## src/rtl/prog_loader_pkg.sv

```systemverilog
// rtl/prog_loader_pkg.sv - shared types and constants for the program image loader
package prog_loader_pkg;

    typedef enum logic [2:0] {
        IDLE = 3'd0,
        LEN  = 3'd1,
        DATA = 3'd2,
        CSUM = 3'd3,
        DONE = 3'd4,
        ERR  = 3'd5
    } loader_state_t;

    localparam int          LDR_BYTE_W  = 8;
    localparam logic [7:0]  LDR_CSUM_OK = 8'h00;

endpackage

```

## src/rtl/prog_loader_xor_csum8.sv

```systemverilog
// rtl/prog_loader_xor_csum8.sv - byte-wide running XOR checksum accumulator
module xor_csum8
    import prog_loader_pkg::*;
(
    input  logic                  clk,
    input  logic                  rstn,
    input  logic                  clr,
    input  logic                  en,
    input  logic [LDR_BYTE_W-1:0] din,
    output logic [LDR_BYTE_W-1:0] acc
);

    always_ff @(posedge clk or negedge rstn) begin
        if (!rstn) begin
            acc <= '0;
        end else if (clr) begin
            acc <= '0;
        end else if (en) begin
            acc <= acc ^ din;
        end
    end

endmodule

```

## src/rtl/prog_loader.sv

```systemverilog
// rtl/prog_loader.sv - parses a framed host image and writes it into program memory
module prog_loader
    import prog_loader_pkg::*;
#(
    parameter int DATA_SIZE = 6,
    parameter int ADDR_SIZE = 5
) (
    input  logic                  clk,
    input  logic                  rstn,
    input  logic                  start,
    input  logic                  abort,
    input  logic                  in_valid,
    input  logic [7:0]            in_data,
    output logic                  in_ready,
    output logic                  mem_w,
    output logic [ADDR_SIZE-1:0]  mem_addr,
    output logic [DATA_SIZE-1:0]  mem_data,
    output logic                  busy,
    output logic                  cpu_run,
    output logic                  err
);

    localparam int             CAP = 2 ** ADDR_SIZE;
    localparam logic [ADDR_SIZE:0] ONE = 1;

    loader_state_t state, state_nxt;

    logic [ADDR_SIZE:0]    cnt;
    logic [ADDR_SIZE:0]    n_words;
    logic [LDR_BYTE_W-1:0] acc;

    logic xfer;
    logic start_ok;
    logic len_bad;
    logic len_fire;
    logic wr_fire;
    logic last_word;
    logic csum_good;

    assign busy     = (state == LEN) || (state == DATA) || (state == CSUM);
    assign in_ready = busy;
    assign cpu_run  = (state == DONE);
    assign err      = (state == ERR);

    // abort wins over everything, so it also masks any transfer in its cycle
    assign xfer      = in_valid && busy && !abort;
    assign start_ok  = start && !abort && ((state == IDLE) || (state == DONE) || (state == ERR));
    assign len_bad   = (in_data == 8'h00) || ({24'h0, in_data} > 32'(CAP));
    assign len_fire  = xfer && (state == LEN) && !len_bad;
    assign wr_fire   = xfer && (state == DATA);
    assign last_word = ((cnt + ONE) == n_words);
    assign csum_good = ((acc ^ in_data) == LDR_CSUM_OK);

    xor_csum8 u_csum (
        .clk  (clk),
        .rstn (rstn),
        .clr  (start_ok),
        .en   (xfer),
        .din  (in_data),
        .acc  (acc)
    );

    always_ff @(posedge clk or negedge rstn) begin
        if (!rstn) begin
            state <= IDLE;
        end else begin
            state <= state_nxt;
        end
    end

    always_comb begin
        state_nxt = state;
        if (abort) begin
            state_nxt = IDLE;
        end else begin
            case (state)
                IDLE: if (start) state_nxt = LEN;
                LEN:  if (xfer)  state_nxt = len_bad ? ERR : DATA;
                DATA: if (xfer && last_word) state_nxt = CSUM;
                CSUM: if (xfer)  state_nxt = csum_good ? DONE : ERR;
                DONE: if (start) state_nxt = LEN;
                ERR:  if (start) state_nxt = LEN;
                default: state_nxt = IDLE;
            endcase
        end
    end

    // Word counter is one bit wider than the address so N = capacity ends without wrapping
    always_ff @(posedge clk or negedge rstn) begin
        if (!rstn) begin
            cnt      <= '0;
            n_words  <= '0;
            mem_w    <= 1'b0;
            mem_addr <= '0;
            mem_data <= '0;
        end else begin
            mem_w <= wr_fire;
            if (start_ok) begin
                cnt <= '0;
            end else if (wr_fire) begin
                cnt <= cnt + ONE;
            end
            if (len_fire) begin
                n_words <= (ADDR_SIZE + 1)'(in_data);
            end
            if (wr_fire) begin
                mem_addr <= cnt[ADDR_SIZE-1:0];
                mem_data <= in_data[DATA_SIZE-1:0];
            end
        end
    end

endmodule

```

## config.mk

```make
export PLATFORM = sky130hd
export DESIGN_NAME = prog_loader
export DESIGN_NICKNAME = d
export VERILOG_FILES = /design/src/rtl/prog_loader_pkg.sv /design/src/rtl/prog_loader_xor_csum8.sv /design/src/rtl/prog_loader.sv
export SDC_FILE = /design/constraint.sdc
export NUM_CORES = 1
export LEC_CHECK = 0
export CAP_MARGIN = 20
export CORE_MARGIN = 3
export CORE_UTILIZATION = 43
export DETAILED_ROUTE_END_ITERATION = 6
export HOLD_SLACK_MARGIN = 0.06
export PLACE_DENSITY = 0.66
export SLEW_MARGIN = 15
export SYNTH_ARGS = -nofsm -noshare
export SYNTH_HDL_FRONTEND = slang
export SYNTH_SLANG_ARGS = --single-unit
```

## constraint.sdc

```tcl
create_clock -name clk -period 2.38 [get_ports clk]
set_input_delay 0.476 -clock clk [delete_from_list [all_inputs] [get_ports clk]]
set_output_delay 0.476 -clock clk [all_outputs]
set_load 0.03 [all_outputs]
```

Yosys cells after proc, flatten, opt, wreduce, memory -nomap -nowiden
Index checks and enable logic that the tools add are counted.
W data, S select, Z words.
- bits in registers: 35
- latch bits: 0
- memory bits (writable): 0
- ROM bits: 0
- bits of input ports: 13
- output and inout port bits: 16
- memories kept: 0
- $add $sub $neg: 1
- $mul: 0
- divide/modulo/power cells: 0
- magnitude comparators: 1
- equality and inequality tests: 10
- shift operators: 0
- multiplexer cells: 12
- bitwise gates (word level): 1
- reductions and logical operators: 22
- operators with widths (operator ; number):
    $mux W3 ; 6
    $logic_not A8 Y1 ; 2
    $mux W8 ; 2
    $mux W6 ; 2
    $pmux W3 S4 ; 1
    $gt A8 B6 Y1 const B ; 1
    $logic_and A1 B1 Y1 ; 8
    $xor A8 B8 Y8 ; 1
    $add A6 B1 Y6 const B ; 1
    $eq A3 B2 Y1 const B ; 2
    $eq A3 B3 Y1 const B ; 2
    $eq A6 B6 Y1 ; 1
    $ne A3 B3 Y1 const B ; 2
    $logic_or A1 B1 Y1 ; 5
    $reduce_and A4 Y1 ; 1
    $reduce_bool A2 Y1 ; 2
    $eq A3 B1 Y1 const B ; 1
    $logic_not A3 Y1 ; 1
    $ne A3 B1 Y1 const B ; 1
    $ne A3 B2 Y1 const B ; 1
    $reduce_or A3 Y1 ; 1
    $logic_not A1 Y1 ; 2
    $mux W1 ; 1

Longest topological paths before layout
Gate-level depths: netlist of run 1.
- depth in word-level cells: 9
- mapped depth: 7
- gate-level depth less buffers: 6

Hierarchy
A second synthesis of run 1 with hierarchy kept.
- cell total of the unflattened synthesis: 193
- area, all modules: 1889.3 um^2
- by module, submodules not included (module ; times used ; cells each ; area an instance (um^2) ; sequential area each (um^2)):
    prog_loader ; 1 ; 158 ; 1482.7 ; 675.6
    xor_csum8 ; 1 ; 35 ; 406.6 ; 200.2

Worst setup path after synthesis of run 1
No wires, ideal clock.
- kind: input -> register
- from: input in_data[0]
- to: register n_words[0]
- setup time: 0.125 ns
- data arrival time: 1.924 ns
- data required time: 2.255 ns
- setup slack: 0.331 ns
- cell stages on the path: 6
- path buffers: 1
- cells stage by stage: or4_1 -> nor2_1 -> xnor2_1 -> and4_1 -> buf_6 -> mux2_4
- word-level cells in the longest chain between the ends: 4
- elaborated cells between the ends (all ways): 5
- those cells by class: order compare: 1; reduce/logical: 4
- RTL lines (element ; RTL line ; text):
    start: declaration ; prog_loader.sv:13 ; input logic [7:0] in_data,
    $gt A8 B6 Y1 or $logic_not A8 Y1 (tied branches) ; prog_loader.sv:48 ; assign len_bad = (in_data == 8'h00) || ({24'h0, in_data} > 32'(CAP));
    $logic_or A1 B1 Y1 ; prog_loader.sv:48 ;
    $logic_not A1 Y1 ; prog_loader.sv:49 ; assign len_fire = xfer && (state == LEN) && !len_bad;
    $logic_and A1 B1 Y1 ; prog_loader.sv:49 ;
    end signal: assignment ; prog_loader.sv:104 ; n_words <= (ADDR_SIZE + 1)'(in_data);
    end: declaration ; prog_loader.sv:29 ; logic [ADDR_SIZE:0] n_words;
Several ways; a longest one is shown, not always the timed one.
A chain may end at the register's enable or synchronous reset.

Worst setup path after layout of run 1
- from: register state[2]
- to: output in_ready
- word-level cells in the longest chain between the ends: 3
- elaborated cells between the ends (all ways): 5
- those cells by class: eq/ne: 3; reduce/logical: 2
- RTL lines (element ; RTL line ; text):
    start: declaration ; prog_loader.sv:26 ; loader_state_t state, state_nxt;
    start signal: assignment ; prog_loader.sv:67 ; state <= state_nxt;
    $eq A3 B1 Y1 or $eq A3 B2 Y1 (tied branches) ; prog_loader.sv:40 ; assign busy = (state == LEN) || (state == DATA) || (state == CSUM);
    $logic_or A1 B1 Y1 ; prog_loader.sv:40 ;
    $logic_or A1 B1 Y1 (*) ; prog_loader.sv:40 ;
    end: declaration ; prog_loader.sv:14 ; output logic in_ready,
Mark *: on every way between the ends. The rest lies on a longest branch, timed or not.

==> results_dict.tcl, run 1 <==
set metrics [dict create \
    status "completed" \
    dr.pass1.iters 4 \
    core.rowCount 22 \
    crit_arrival_ns 1.79 \
    power.total_mw 1.491 \
    grt_first_pass_wirelength_mm 6.913 \
    routed_wl_mm 4.087 \
    cts_tree "done" \
    vias 1490 \
    slew-limit-headroom_pct 69.87 \
    period_minus_slack_ns 2.267 \
    antenna_found_initial 0 \
    cts-root-buf "clkbuf_8" \
    ir_worst_vdd_uv 434.7 \
    crit_buf_inv 2 \
    max_freq_mhz 441.0 \
    grt.overflow.total 0 \
    io_buffers 28 \
    htreeDepth 2 \
    clock_sinks 35 \
    ys_ff_latch 35 \
    crit_chain "o21bai_2 > inv_1 > clkdlybuf4s50_1" \
    core_um2 3854 \
    slew_violations 0 \
    yosysUniqueCellTypes 40 \
    cp.required_ns 1.90 \
    avgSynthCellArea_um2 9.449 \
    worstSkewPairLatency_ns 0.28 \
    synth_seq_area_share_pct 48.28 \
    clock_skew_ns 0.002159 \
    viasPerCell 5.265 \
    final_nets 248 \
    die_w_um 70.96 \
    syn-cell-area_um2 1814 \
    grt_pass1_vias 1492 \
    use_met3_pct 4.972 \
    ioPinCount 29 \
    numCtsBuffers 5 \
    track_usage_pct 17.38 \
    synth_cells 192 \
    critPathLaunchType "flip-flop" \
    die_area_um2 5035 \
    worst-path-max-fanout 7 \
    grt_util_met2_pct 28.32 \
    synth.net_count 206 \
    n_antenna_cell 0 \
    powerDensity_nw_per_um2 638.1 \
    drt_iter0_drc 119 \
    grt_max_degree 36 \
    worstHoldPathType "reg -> reg" \
    hpwl_mm 2.955 \
    grtUsageMet1_pct 21.67 \
    cts_resized 0 \
    clockBufferDepth 2 \
    min_period_over_period_pct 95.27 \
    crit_slowest_cell "clkdlybuf4s50_1" \
    async_reset_ff_share_pct 100.0 \
    leakagePower_nw 1.140 \
    cp_slowest_stage_delay_ns 0.68 \
    setup_viol_count_final 0 \
    whs_ns 0.4774 \
    finalHoldViolations 0 \
    post_drt_wl_per_cell_um 14.44 \
    drc 0 \
    crit_type "reg -> out" \
    fin_tns_setup_ns 0 \
    cts_hold_buf 0 \
    antenna_left 0 \
    synth_edf_count 0 \
    gr-max-usage-layer "met2" \
    crit_family "buffers and inverters" \
    die_h_um 70.96 \
    cts_setup_buffers 0 \
    drive_gt1_share_pct 14.47 \
    cap_violations 0 \
    gp_congestion 0.9270 \
    clk_pin_slew_ns 0.07 \
    synth_ff_type "dfrtp_1" \
    start_util_pct 47.08 \
    syn2layout_area_growth_pct 28.83 \
    ys_warn_count 0 \
    grt_setup_unrepaired "false" \
    worst_slew_pin_slew_ns 0.4520 \
    filler_cell_count 335 \
    cp-end-kind "output port" \
]
report_power, final:
| group | switching, mW | internal (mW) | total [mW] | leakage [nW] |
|---|---|---|---|---|
| clock network | 0.223 | 0.312 | 0.534 | 0.0581 |
| logic | 0.141 | 0.136 | 0.276 | 0.600 |
| registers | 0.0418 | 0.639 | 0.681 | 0.481 |
metal layers:
layer  share of wire (%)  wire (um)  vias up
met3                 4.8        195        6
met1                  45       1858      706
met2                  48       1982       40
li1                    -          -      738
met5                   0          0        -
met4                 1.2         51        0
placed cells by master (no fill, tap or decap), types with 2 or more instances in the layout:
master and count:
nand2_1 47, dfrtp_1 35, clkdlybuf4s50_1 28, nor2_1 16
o21ai_0 16, buf_4 14, xnor2_1 10, xor2_1 9
a21o_1 7, mux2_4 6, clkbuf_8 5, nor2b_1 4
nor4_1 3, inv_1 2, or2_2 2, nor3_1 2
nand3_1 2, a22o_1 2, a31oi_1 2
Yosys cell counts, types with 2 or more instances:
library cell	instances	area share, %
a21o_1	7	2.9
nand2_1	47	9.7
nand3_1	2	0.55
dfrtp_1	35	48
a31oi_1	2	0.69
xor2_1	9	4.3
nor2b_1	4	1.4
xnor2_1	10	4.8
clkbuf_1	4	0.83
nor3_1	2	0.55
or2_2	2	0.69
nor2_1	16	3.3
a22o_1	2	0.97
o21ai_0	16	4.4
nor4_1	3	1.0
inv_1	2	0.41
mux2_4	6	5.0
worst min-delay path, delay by kind of cell (launching register included):
family	cells	cell delay, ns
flops	1	0.34
simple gates	2	0.11
cells by family after synthesis:
| group | share of synthesized area [%] |
|---|---|
| multiplexers | 4.966 |
| flip-flops | 48.28 |
| XOR/XNOR | 9.172 |
| buffers and inverters | 2.758 |
| AO/OA/AOI/OAI | 12.55 |
| AND/OR/NAND/NOR | 21.59 |
| adder cells (fa/ha/maj) | 0.6895 |
area by class of cell:
cell class                      count  area [um2]  share of cell area (%)
Multi-Input combinational cell    147       892.1                   38.17
Clock buffer                        5       68.82                   2.944
Inverter                            3       11.26                  0.4818
Sequential cell                    35       875.8                   37.47
Clock inverter                      3       43.79                   1.874
Tap cell                           48       60.06                   2.570
Timing Repair Buffer               42       385.4                   16.49
state kept, by name (all words and copies together), names as in the netlist:
signal and count:
cnt 6, state 3, n_words 6, u_csum.acc 8, mem_addr 5, mem_data 6
mem_w 1
path summary, 6_finish.rpt:
check,from,end,slack [ns],cells after the start
max in group asynchronous,rstn,u_csum.acc[5]$_DFFE_PN0P_,1.46,2
min in group asynchronous,rstn,mem_addr[1]$_DFFE_PN0P_,0.60,2
setup reg to reg,state[0]$_DFFE_PN0P_,u_csum.acc[3]$_DFFE_PN0P_,0.59,5
hold reg to reg,mem_addr[4]$_DFFE_PN0P_,mem_addr[4]$_DFFE_PN0P_,0.48,2
setup / recovery,state[2]$_DFFE_PN0P_,in_ready,0.11,3
hold / removal,mem_addr[4]$_DFFE_PN0P_,mem_addr[4]$_DFFE_PN0P_,0.48,2
stage by stage:
| step | worst slack, ns | util (%) | cells | instance area [um2] |
|---|---|---|---|---|
| 6_report | 0.1127 | 60.65 | 283 | 2337 |
| 5_1_grt | 0.006542 | 60.65 | 283 | 2337 |
| 4_1_cts | 0.04505 | 60.55 | 283 | 2333 |
| 3_5_place_dp | -0.1330 | 57.63 | 275 | 2221 |
| 3_3_place_gp | -0.09624 | 57.63 | 275 | 2221 |
| 2_1_floorplan | 0.3311 | - | 192 | 1814 |
Note: power is estimated with default switching activity, not from simulation.
==> run 2, diff against run 1 <==
Settings changed: HOLD_SLACK_MARGIN 0.06 to 0.1.
==> results of run 2 <==
Final layout, timing and power as in run 1 (identical DEF).
==> variant, RTL diff (settings of run 2) <==
The parameter `DATA_SIZE` goes from 6 to 7.
--- a/src/rtl/prog_loader.sv
+++ b/src/rtl/prog_loader.sv
@@ -4,3 +4,3 @@
 #(
-    parameter int DATA_SIZE = 6,
+    parameter int DATA_SIZE = 7,
     parameter int ADDR_SIZE = 5
Interface: changed (resized mem_data); port bits go from 29 to 30. No check against the original RTL was run, so the function may have changed too.
==> variant against run 2 <==
Fmax shrank 2.9%. Clock power increased by 2%. Die area rose by 2.6%. Worst setup slack got worse by 0.068 ns. Sequential cell count is 1 higher. Area after synthesis increased by 2.8%. Cell area up 3.9%. First-iteration DRC count is 34% lower. Worst hold slack got worse by 0.27 ns. Global-route usage grew 0.68 points. Cell count grew 4.6%. Largest power group unchanged. Core utilization down 1.2 points. Wire length grew 4.6%. Total power up 3.9%.
==> variant: results (changes against run 2) <==
[status]
status = finished clean

[synth]
synth-adder-area-share_pct = 0.671  ; -0.019 points
ys_types = 41  ; +2.5%
syn_area_per_cell_sq_um = 9.24  ; -2.3%
synth_xor_xnor_area_share_pct = 8.92  ; -0.25 points
synth_compound_area_share_pct = 9.79  ; -2.8 points
ys_top_cells_by_area = dfrtp_1 (48%), nand2_1 (10%), xnor2_1 (6.1%)
yosys-top-cells-count = nand2_1 (50), dfrtp_1 (36), nor2_1 (20), xnor2_1 (13), o21ai_0 (11)

[drt]
routed_wl_um = 4280  ; +4.6%
drt_iter0_drc = 78  ; -34%

[power]
power.switching_w = 0.000435  ; +7.4%
leakage_nw = 1.15  ; +1.3%
p_int_w = 0.00111  ; +2.6%
vdd_ir_drop_max_mv = 0.356  ; -18%

[worst_setup_path]
cp_slowest_cell = or4_4
reg2regPathDepth = 6  ; +1
r2r-end = state[0]$_DFFE_PN0P_
crit_start = in_data[0]
worstPathArrival_ns = 2.51  ; +0.72 ns
reg2reg_setup_slack_ns = 0.40  ; -0.19 ns
critPathMaxFanout = 6  ; -1
crit_family = simple AND/OR/NAND/NOR gates
endpoint = n_words[3]$_DFFE_PN0P_
reg2reg_from = cnt[0]$_DFFE_PN0P_
cpPeakStageDelay_ns = 0.55  ; -0.13 ns

[sta]
postLayoutSetupSlackWorst_ns = 0.0446  ; -0.0681 ns
hold_slack_ns = 0.209  ; -0.268 ns

[global_routing]
grt_pass1_vias = 1490  ; -0.13%
grt_util_all_layers_pct = 18.1  ; +0.68 points
grt_max_degree = 37  ; +2.8%

[layout]
fill_cells = 372  ; +11%
finalNetCount = 259  ; +4.4%
drive_gt1_share_pct = 14.6  ; +0.17 points

[placed_design]
port_buffers = 29  ; +3.6%
gp_congestion = 0.852  ; -8.1%
dp.cells = 288  ; +4.7%

[hold_path]
hp-class = primary input to asynchronous set/reset pin

[variant: cell types whose count changed after synthesis, moves of 4 or more]
| cell | delta |
|---|---|
| a21o_1 | -7 |
| o21ai_1 | +8 |
| o21ai_0 | -5 |
| nor2_1 | +4 |
| nor3_1 | +4 |
| mux2_2 | +6 |
| mux2_4 | -6 |
[variant: per-layer routing]
metal / vias to the layer above / wire (um) / global-route usage (%)
met5: - / 0 / 0
met2: 45 / 1940 / 27.6
li1: 767 / - / -
met4: 0 / 72 / 6.89
met3: 7 / 207 / 4.63
met1: 743 / 2050 / 24.8
[variant: worst register-to-register path: stages, from the launching register on]
cell     delay [ns]
dfrtp_1        0.46
ha_1           0.35
xor2_1         0.17
a211o_1        0.24
a211o_1        0.26
nor4_1         0.25
o22a_1         0.20
[variant: worst min-delay path by stage]
stage / from / cells past startpoint / end
CTS: rstn / 2 / mem_addr[3]$_DFFE_PN0P_
floorplan: rstn / 0 / cnt[0]$_DFFE_PN0P_
finish: rstn / 2 / state[0]$_DFFE_PN0P_
global placement: mem_addr[3]$_DFFE_PN0P_ / 2 / mem_addr[3]$_DFFE_PN0P_
global route: rstn / 2 / mem_addr[3]$_DFFE_PN0P_
detailed placement: mem_data[1]$_DFFE_PN0P_ / 2 / mem_data[1]$_DFFE_PN0P_
[variant: layout make-up]
type | count | area (sq um) | share of cell area, %
multi-input combinational | 156 | 927 | 38.2
clock inverter | 3 | 42.5 | 1.75
tap | 50 | 62.6 | 2.58
sequential | 36 | 901 | 37.1
inverter | 2 | 7.51 | 0.309
timing repair buffer | 44 | 418 | 17.2
clock buffer | 5 | 68.8 | 2.84
